`config.mk`:
```
export PLATFORM = sky130hd
export DESIGN_NAME = rca6_mw_seq
export DESIGN_NICKNAME = d
export VERILOG_FILES = /design/src/rtl/rca6_mw_seq.sv
export SDC_FILE = /design/constraint.sdc
export NUM_CORES = 1
export LEC_CHECK = 0
export CAP_MARGIN = 20
export CORE_ASPECT_RATIO = 0.9
export CORE_UTILIZATION = 47
export DETAILED_ROUTE_END_ITERATION = 8
export DONT_BUFFER_PORTS = 1
export PLACE_DENSITY = 0.58
export SLEW_MARGIN = 20
export SYNTH_ARGS = -nofsm -noshare
export SYNTH_HDL_FRONTEND = slang
export SYNTH_SLANG_ARGS = --single-unit
```
`constraint.sdc`:
```
create_clock -name CLK -period 12.19 [get_ports CLK]
set_clock_uncertainty 0.05 [all_clocks]
set_input_delay 1.219 -clock CLK [delete_from_list [all_inputs] [get_ports CLK]]
set_output_delay 1.219 -clock CLK [all_outputs]
set_load 0.03 [all_outputs]
```
`src/rtl/rca6_mw_seq.sv`:
```
// rca6_mw_seq: multi-word sequencer driving a 6-bit ripple-carry adder stage.
// Adds two 6*NWORDS-bit operands one 6-bit word per clock, LSW first, and
// presents the full sum and final carry with a one-cycle Done pulse.
// Optional feature: define RCA6_SEQ_OVF_EN to add the signed-overflow output Ovf.
module rca6_mw_seq #(
    parameter int NWORDS = 4
) (
    input  logic                  CLK,
    input  logic                  RST,
    input  logic                  Start,
    input  logic [6*NWORDS-1:0]   OpA,
    input  logic [6*NWORDS-1:0]   OpB,
    input  logic                  CinIn,
    output logic                  Busy,
    output logic                  Done,
    output logic [6*NWORDS-1:0]   Sum,
    output logic                  CoutOut,
`ifdef RCA6_SEQ_OVF_EN
    output logic                  Ovf,
`endif
    output logic [5:0]            A,
    output logic [5:0]            B,
    output logic                  Cin,
    input  logic [5:0]            So,
    input  logic                  Cout
);

    localparam int W  = 6 * NWORDS;
    localparam int KW = (NWORDS > 1) ? $clog2(NWORDS) : 1;
    localparam logic [KW-1:0] K_LAST = KW'(NWORDS - 1);

    typedef enum logic [1:0] {
        ST_IDLE = 2'd0,
        ST_ADD  = 2'd1,
        ST_DONE = 2'd2
    } state_t;

    state_t        state;
    logic [KW-1:0] k;
    logic          carry;
    logic [W-1:0]  op_a_l;
    logic [W-1:0]  op_b_l;

    // Operand latches: captured on an accepted Start, otherwise held.
    // NOTE: no reset here on purpose; A/B are forced to 0 outside ADD, so the
    // latched operand value is never observable until a Start overwrites it.
    always_ff @(posedge CLK) begin
        if (state == ST_IDLE && Start && !RST) begin
            op_a_l <= OpA;
            op_b_l <= OpB;
        end
    end

    // Sequencer FSM: word index, carry chain, result capture and status flags.
    // NOTE: every register here uses <= so all updates see pre-edge values,
    // e.g. the Sum slice indexed by k uses the old k, not k+1.
    always_ff @(posedge CLK) begin
        if (RST) begin
            state   <= ST_IDLE;
            Busy    <= 1'b0;
            Done    <= 1'b0;
            Sum     <= '0;
            CoutOut <= 1'b0;
            carry   <= 1'b0;
            k       <= '0;
`ifdef RCA6_SEQ_OVF_EN
            Ovf     <= 1'b0;
`endif
        end else begin
            case (state)
                ST_IDLE: begin
                    Done <= 1'b0;
                    if (Start) begin
                        carry   <= CinIn;
                        k       <= '0;
                        Sum     <= '0;
                        CoutOut <= 1'b0;
`ifdef RCA6_SEQ_OVF_EN
                        Ovf     <= 1'b0;
`endif
                        Busy    <= 1'b1;
                        state   <= ST_ADD;
                    end
                end
                ST_ADD: begin
                    Sum[k*6 +: 6] <= So;
                    carry         <= Cout;
                    if (k == K_LAST) begin
                        CoutOut <= Cout;
`ifdef RCA6_SEQ_OVF_EN
                        Ovf     <= (A[5] == B[5]) && (So[5] != A[5]);
`endif
                        k       <= '0;
                        Busy    <= 1'b0;
                        Done    <= 1'b1;
                        state   <= ST_DONE;
                    end else begin
                        k <= k + 1'b1;
                    end
                end
                ST_DONE: begin
                    Done  <= 1'b0;
                    state <= ST_IDLE;
                end
                default: begin
                    Busy  <= 1'b0;
                    Done  <= 1'b0;
                    state <= ST_IDLE;
                end
            endcase
        end
    end

    // Adder-facing word select: current operand words and carry during ADD, else 0.
    // NOTE: defaults assigned first so no path leaves an output unassigned (no latch).
    always_comb begin
        A   = '0;
        B   = '0;
        Cin = 1'b0;
        if (state == ST_ADD) begin
            A   = op_a_l[k*6 +: 6];
            B   = op_b_l[k*6 +: 6];
            Cin = carry;
        end
    end

endmodule

```
==> results.json, run 1 <==
{
  "grt_busiest_layer": "met2",
  "sequential_power_share_pct": 52.7,
  "worstSetupEndpointType": "output pin",
  "timing.final.max_slew_violations": 0,
  "grt.overflow.total": 0,
  "tritoncts": "yes",
  "grt_util_met1_pct": 27.3,
  "netSwitchingPower_uw": 130,
  "maxCapViolCount": 0,
  "final_period_minus_worst_setup_slack_ns": 3.41,
  "placed_insts": 332,
  "synthDistinctLibCells": 47,
  "setup-violations-final": 0,
  "status": "complete, no violations",
  "synth_flop_cell": "edfxtp_1",
  "synth-seq-cells": 80,
  "max-vdd-ir-drop_v": 0.0000861,
  "power_leakage_uw": 0.00121,
  "regToRegStartpoint": "k[0]",
  "max-clock-path-buffers": 2,
  "fmax_ghz": 0.294,
  "final.period_utilization_pct": 27.9,
  "buffer_ports.inserted": 0,
  "ys.warnings.count": 0,
  "number_of_gates_given_a_new_drive_strength_after_cts": 0,
  "cp.required_ns": 10.92,
  "multi_input_area_sq_um": 1320,
  "power.switching_fraction_pct": 22.3,
  "clk_pin_slew_ns": 0.08,
  "synth_seq_area_share_pct": 59.4,
  "timing.critical_path.fanout_max": 38,
  "total_power_uw": 582,
  "post_synthesis_area_per_instance_sq_um": 13.6,
  "postLayoutCoreUtil_pct": 52.9,
  "wl_per_cell_um": 20.7,
  "cts.sinks": 80,
  "first_global_vias": 2008,
  "synthesis.instances": 257,
  "fillers": 618,
  "insertion_delay_ns": 0.34,
  "n_antenna_cell": 0,
  "grt_first_pass_wirelength_um": 11300,
  "cts.root.buffer_cell": "clkbuf_8",
  "rrSetupSlack_ns": 8.98,
  "ctsHtreeMaxLevel": 3,
  "critPathCapture": "A[0]",
  "globalRouteTotalUtil_pct": 19.4,
  "met3_layer_usage_reported_by_global_route_pct": 8.11,
  "route.vias.total": 2073,
  "global_route.usage.met2_pct": 27.7,
  "die_area_sq_um": 7810,
  "drt_iter0_drc": 110,
  "number_of_nets_in_the_finished_design": 314,
  "final_cells": 348,
  "area.sequential_sq_um": 2080,
  "areaGrowthSynthToFinish_pct": 8.00,
  "core.rowCount": 29,
  "initial_antenna_violation_count": 0,
  "cts_setup_buffers": 0,
  "maxSlewHeadroom_pct": 35.9,
  "post_drt_via_cell_ratio": 5.96,
  "holdWs_ns": 0.544,
  "power.density_nw_per_um2": 154,
  "synth-edff-count": 48,
  "hpwl_um": 4700,
  "cts_inserted_buffers": 9,
  "actual_slew_at_the_worst_max_slew_pin_ns": 0.962,
  "netlist_area_sq_um": 3500,
  "worstReg2RegEnd": "Sum[8]",
  "route.detailed.drc": 0,
  "fin_setup_tns_ns": 0,
  "hold_path.class": "reg2reg",
  "r2r_cells": 5,
  "pin_count_of_the_biggest_net_entering_global_routing": 49,
  "hold_buffers": 0,
  "final_layout_size_suffix_gt1_share_pct": 14.1,
  "routabilityCongestion": 0.711,
  "critPathLaunch": "k[0]",
  "io_pins": 99,
  "critPathKind": "reg2out",
  "core_area_sq_um": 7150,
  "comb_power_share_pct": 7.6,
  "critPathLaunchType": "flop",
  "hold_violations": 0,
  "synth.net_count": 321,
  "start_util_pct": 49.0,
  "ant_nets": 0,
  "chipWidth_um": 93.0,
  "grt_setup_unrepaired": "false",
  "drt_first_pass_iters": 4,
  "async_flop_share_pct": 0,
  "die_y_um": 83.9,
  "cp.arrival_ns": 2.14,
  "clk_pwr_share_pct": 39.7,
  "route.final.wire_length_um": 7200,
  "cellInternalPower_uw": 452
}
## worst max-delay path: stages, from the launching register on
cell and delay (ns):
dfxtp_2 0.91, mux4_2 0.61, and2_1 0.28
## cell usage after synthesis (all sizes together) (4+ instances only)
library cell | instances | share of area [%]
nand2b | 11 | 2.0
mux4 | 12 | 7.7
ha | 5 | 1.8
nor2 | 5 | 0.54
and2 | 13 | 2.3
o32ai | 4 | 1.0
inv | 4 | 0.43
o2bb2ai | 4 | 1.0
clkbuf | 10 | 1.1
or3b | 5 | 1.2
nand3b | 10 | 2.1
dfxtp | 32 | 18
a21oi | 18 | 2.6
buf | 9 | 1.6
mux2i | 4 | 1.1
o21ai | 11 | 1.6
or4b | 4 | 1.1
edfxtp | 48 | 41
a22o | 6 | 1.5
## layout make-up
class / instances / area share [%]
inverter: 4 / 0.397
clock inverter: 6 / 3.04
multi-input combinational: 154 / 34.9
clock buffer: 10 / 3.37
tap: 93 / 3.07
sequential: 80 / 55.0
timing repair buffer: 1 / 0.198
## flip-flops by register name, summed over array words and instances (netlist names)
signal / flops
Sum: 24
k: 2
carry: 1
Done: 1
op_a_l: 24
state: 2
Busy: 1
op_b_l: 24
CoutOut: 1
## layout by cell type, fill, tap and decap left out, types with 5 or more instances in the layout
master,n
and2_1,13
nand2b_1,11
o21ai_0,11
clkbuf_8,9
a21oi_1,18
dfxtp_1,31
mux4_2,12
nand3b_1,10
nor2_1,5
a22o_1,6
ha_1,5
edfxtp_1,48
## per-stage QoR
step,area [sq um],setup slack (ns)
2_1_floorplan,3500,6.70
3_3_place_gp,3540,8.93
3_5_place_dp,3540,8.91
4_1_cts,3780,8.50
5_1_grt,3780,8.60
6_report,3780,8.78
## power by group through the flow
stage / Combinational (uW) / Clock, uW / Sequential [uW]
2_1_floorplan: 43.7 / 0 / 308
3_3_place_gp: 44.1 / 0 / 313
3_5_place_dp: 44.0 / 0 / 313
4_1_cts: 44.3 / 238 / 307
5_1_grt: 48.4 / 249 / 309
6_report: 44.3 / 231 / 307
## routing by layer
| layer | part of all wire, % | up-vias |
|---|---|---|
| li1 | - | 988 |
| met1 | 48 | 1012 |
| met2 | 44 | 66 |
| met3 | 6.8 | 7 |
| met4 | 0.93 | 0 |
| met5 | 0 | - |
## cell families after synthesis
group	after synthesis	share of synthesized area [%]
AO/OA/AOI/OAI	57	11.2
adder cells (fa/ha/maj)	5	1.79
buffers and inverters	23	3.14
flip-flops	80	59.4
multiplexers	19	9.82
AND/OR/NAND/NOR	73	14.7
## worst min-delay path by stage
stage	startpoint	to	slack, ns	cells after the start
finish	carry	carry	0.54	2
global route	Sum[17]	Sum[17]	0.59	1
CTS	carry	carry	0.56	2
detailed placement	carry	carry	0.53	2
global placement	carry	carry	0.52	2
floorplan	carry	carry	0.45	2
Note: power is estimated with default switching activity, not from simulation.
==> run 2: changes to the inputs <==
clock period = 3.4 ns   (was 12.19 ns; I/O delays follow)
==> results.json, run 2 (same netlist as run 1, synthesis figures left out) <==
{
  "status": "complete, no violations",
  "layout.cell_area.non_filler_sq_um": 3780,
  "cts.root.buffer_cell": "clkbuf_8",
  "cts_inserted_buffers": 9,
  "ctsHtreeMaxLevel": 3,
  "hold_path_depth": 0,
  "insertion_delay_ns": 0.34,
  "buffer_ports.inserted": 0,
  "die_y_um": 83.9,
  "route.vias.total": 2118,
  "grt_setup_unrepaired": "false",
  "pin_count_of_the_biggest_net_entering_global_routing": 49,
  "regToRegStartpoint": "k[0]",
  "io_pins": 99,
  "drt_first_pass_iters": 4,
  "multi_input_area_sq_um": 1320,
  "fillers": 616,
  "critical_path.max_stage_delay_ns": 0.70,
  "setup-violations-final": 0,
  "route.detailed.drc": 0,
  "maxCapViolCount": 0,
  "n_antenna_cell": 0,
  "wl_per_cell_um": 20.3,
  "clk_pin_slew_ns": 0.08,
  "r2r_cells": 5,
  "timing.critical_path.slowest_stage_cell": "dfxtp_1",
  "postLayoutCoreUtil_pct": 52.9,
  "actual_slew_at_the_worst_max_slew_pin_ns": 0.957,
  "most-common-layout-cells": "edfxtp_1 (48), dfxtp_1 (31), a21oi_1 (18)",
  "timing.critical_path.fanout_max": 18,
  "hold_violations": 0,
  "route.final.wire_length_um": 7180,
  "critical_path_buf_inv_count": 1,
  "first_global_vias": 2091,
  "worst_setup_timing_slack_at_the_placement_stage_ns": 1.06,
  "critPathLaunch": "state[0]",
  "rrSetupSlack_ns": 1.02,
  "routabilityCongestion": 0.749,
  "cts.sinks": 80,
  "layout.cells.most_common": "edfxtp_1",
  "final_period_minus_worst_setup_slack_ns": 2.41,
  "number_of_gates_given_a_new_drive_strength_after_cts": 0,
  "drt_iter0_drc": 174,
  "area_of_placed_instances_sq_um": 3570,
  "cp.required_ns": 3.01,
  "worstSetupEndpointType": "output pin",
  "ant_nets": 0,
  "start_util_pct": 49.0,
  "hold_path_end": "op_a_l[17]",
  "fin_ws_ns": 0.993,
  "critical-path-top-delay-family": "simple AND/OR/NAND/NOR gates",
  "cts_setup_buffers": 0,
  "grt_first_pass_wirelength_um": 11300,
  "area.sequential_sq_um": 2080,
  "maxSlewHeadroom_pct": 36.2,
  "final.period_utilization_pct": 70.8,
  "timing.final.max_slew_violations": 0,
  "hold_path.class": "in2reg",
  "core_area_sq_um": 7150,
  "core.rowCount": 29,
  "areaGrowthSynthToFinish_pct": 7.93,
  "max-clock-path-buffers": 2,
  "cp.arrival_ns": 2.02,
  "hpwl_um": 4750,
  "grt.overflow.total": 0,
  "final_layout_size_suffix_gt1_share_pct": 14.2,
  "fin_setup_tns_ns": 0,
  "largest_registers_ranked_by_flip_flop_count": "Sum (24), op_a_l (24), op_b_l (24)",
  "critPathLaunchType": "flop",
  "fmax_ghz": 0.415,
  "die_area_sq_um": 7810,
  "globalRouteTotalUtil_pct": 19.3,
  "initial_antenna_violation_count": 0,
  "max-vdd-ir-drop_v": 0.000333,
  "number_of_nets_in_the_finished_design": 319,
  "post_drt_via_cell_ratio": 6.00,
  "critPathKind": "reg2out",
  "power.density_nw_per_um2": 516,
  "power_leakage_uw": 0.00120,
  "chipWidth_um": 93.0,
  "tritoncts": "yes",
  "worstReg2RegEnd": "Sum[3]",
  "holdWs_ns": 0.0344,
  "path_cells": "nor2b_1 > buf_4 > and2_1",
  "worstHoldStart": "OpA[17]"
}
-- run 2: changes by cell type in the layout (fill, tap and decap cells not counted) --
cell / change
buf_4: +3
bufinv_16: -2
clkbuf_1: -1
clkinv_1: +2
clkinv_4: -1
clkinvlp_4: +1
dlygate4sd3_1: +2
inv_6: +1
nor2b_1: +1
nor2b_2: -1
nor3_2: -1
nor3_4: +1
-- run 2: stage by stage --
step                      total power (uW)  cells
final                                 1950    353
after global routing                  2030    353
after CTS                             1970    352
after detailed placement              1280    335
after global placement                1280    335
after floorplan                       1260    257
-- run 2: worst max-delay path by stage --
stage,to,slack (ns),cells past startpoint
floorplan,op_a_l[0],0.26,4
global placement,Sum[1],1.11,5
detailed placement,Sum[0],1.06,5
CTS,Cin,0.92,3
global route,B[5],0.79,3
finish,B[5],0.99,3
-- run 2: where the power goes --
group          leakage, uW  internal [uW]  switching [uW]  total (uW)
Combinational     0.000408           70.1             110         180
Sequential        0.000705           1060            22.4        1090
Clock            0.0000913            339             347         687
Total              0.00120           1470             480        1950
-- run 2: per-layer routing --
layer	global-route usage (%)	up-vias	wire, um
met1	26.0	1030	3300
met2	29.1	75	3270
met3	7.65	8	518
li1	-	1005	-
met5	0	-	0
met4	4.90	0	82
-- run 2: final cells by class --
class                           count  area share (%)
Timing Repair Buffer                6            1.32
Multi-Input combinational cell    154            35.0
Sequential cell                    80            55.1
Tap cell                           93            3.08
Clock inverter                      7            1.85
Clock buffer                        9            3.27
Inverter                            4           0.397
-- run 2: what timing repair did --
item	4_1_cts	5_1_grt
endpoints found under the setup margin	0	0
hold buffers	1	1
hold endpoints to repair	13	1
==> run 3: changes to the inputs <==
clock period = 2.3 ns   (was 3.4 ns; I/O delays follow)
==> results.json, run 3 (same netlist as run 1, synthesis figures left out) <==
{
  "status": "complete, no violations",
  "final_period_minus_worst_setup_slack_ns": 2.15,
  "placed_insts": 360,
  "io_pins": 99,
  "ctsHtreeMaxLevel": 3,
  "routabilityCongestion": 0.803,
  "areaGrowthSynthToFinish_pct": 29.4,
  "buffer_ports.inserted": 0,
  "maxSlewHeadroom_pct": 49.3,
  "grt.overflow.total": 0,
  "clk_pin_slew_ns": 0.09,
  "critPathKind": "reg2reg",
  "first_global_vias": 2539,
  "layout.cells.most_common": "dlygate4sd3_1",
  "number_of_nets_in_the_finished_design": 397,
  "pin_count_of_the_biggest_net_entering_global_routing": 49,
  "drt_first_pass_iters": 4,
  "final.period_utilization_pct": 93.3,
  "grt_first_pass_wirelength_um": 13400,
  "hpwl_um": 5060,
  "maxCapViolCount": 0,
  "power.density_nw_per_um2": 670,
  "drt_iter0_drc": 122,
  "insertion_delay_ns": 0.35,
  "fmax_ghz": 0.466,
  "layout.cell_area.non_filler_sq_um": 4530,
  "hold_violations": 0,
  "route.vias.total": 2436,
  "cts_inserted_buffers": 9,
  "setup-violations-final": 0,
  "core_area_sq_um": 7150,
  "globalRouteTotalUtil_pct": 23.1,
  "cp.required_ns": 2.52,
  "worstSetupEndpointType": "flop",
  "post_drt_via_cell_ratio": 5.65,
  "final_cells": 431,
  "area_of_placed_instances_sq_um": 3790,
  "start_util_pct": 49.0,
  "cp.arrival_ns": 2.37,
  "critPathLaunchType": "flop",
  "die_area_sq_um": 7810,
  "cts.root.buffer_cell": "clkbuf_8",
  "ant_nets": 0,
  "power_leakage_uw": 0.00157,
  "hold_path_depth": 2,
  "timing.final.max_slew_violations": 0,
  "n_antenna_cell": 0,
  "postLayoutCoreUtil_pct": 63.4,
  "chipWidth_um": 93.0,
  "route.final.wire_length_um": 8440,
  "route.detailed.drc": 0,
  "cts_setup_buffers": 0,
  "max-clock-path-buffers": 2,
  "r2r_cells": 6,
  "most-common-layout-cells": "dlygate4sd3_1 (55), edfxtp_1 (48), dfxtp_1 (31)",
  "fillers": 553,
  "cts.sinks": 80,
  "hold_path.class": "in2reg",
  "final_layout_size_suffix_gt1_share_pct": 18.6,
  "timing.critical_path.fanout_max": 14,
  "fin_setup_tns_ns": 0,
  "largest_registers_ranked_by_flip_flop_count": "Sum (24), op_a_l (24), op_b_l (24)",
  "wl_per_cell_um": 19.6,
  "grt_setup_unrepaired": "false",
  "tritoncts": "yes",
  "initial_antenna_violation_count": 0,
  "holdWs_ns": 0.0149,
  "actual_slew_at_the_worst_max_slew_pin_ns": 0.759,
  "max-vdd-ir-drop_v": 0.000417,
  "core.rowCount": 29,
  "die_y_um": 83.9
}
[run 3: changes by cell type in the layout (fill, tap and decap cells not counted), sizes merged]
cell         change
clkinv           +1
clkinvlp         -1
inv              -1
clkbuf           +1
buf             +25
dlygate4sd3     +53
[run 3: final timing paths]
kind | from | end | slack (ns)
worst max-delay path | k[0] | Sum[18] | 0.15
worst min-delay path | Start | state[0] | 0.01
worst max register to register | k[0] | Sum[18] | 0.15
worst min register to register | carry | carry | 0.50
[run 3: critical path: stages (launching register included)]
cell and delay (ns):
dfxtp_2 0.36, inv_1 0.10, ha_1 0.46, buf_4 0.23, or3b_2 0.44, a211o_1 0.30, a21oi_1 0.12
[run 3: per-stage QoR]
stage	worst slack, ns	power, uW
after CTS	0.152	3050
after floorplan	-0.0702	1870
final	0.154	3040
after global placement	0.211	1940
after global routing	0.0244	3160
after detailed placement	0.189	1950
[run 3: where the power goes]
part,internal [uW],switching [uW]
sequential,1570,36.1
clock,506,532
combinational,202,190
[run 3: layout make-up]
class	instances	area (sq um)	share of cell area [%]
tap	93	116	2.57
inverter	4	15.0	0.331
timing repair buffer	84	793	17.5
clock inverter	6	67.6	1.49
sequential	80	2080	45.9
multi-input combinational	154	1330	29.4
clock buffer	10	128	2.81
[run 3: repair_timing]
action,in CTS,in global routing
endpoints found under the hold margin,68,1
hold buffers,54,1
gates resized for setup,0,0
[run 3: metal layers]
layer	up-vias	track usage, %	wire [um]
li1	1164	-	-
met1	1176	30.3	3850
met2	85	35.9	3860
met3	11	7.92	606
met4	0	7.55	124
met5	-	0	0
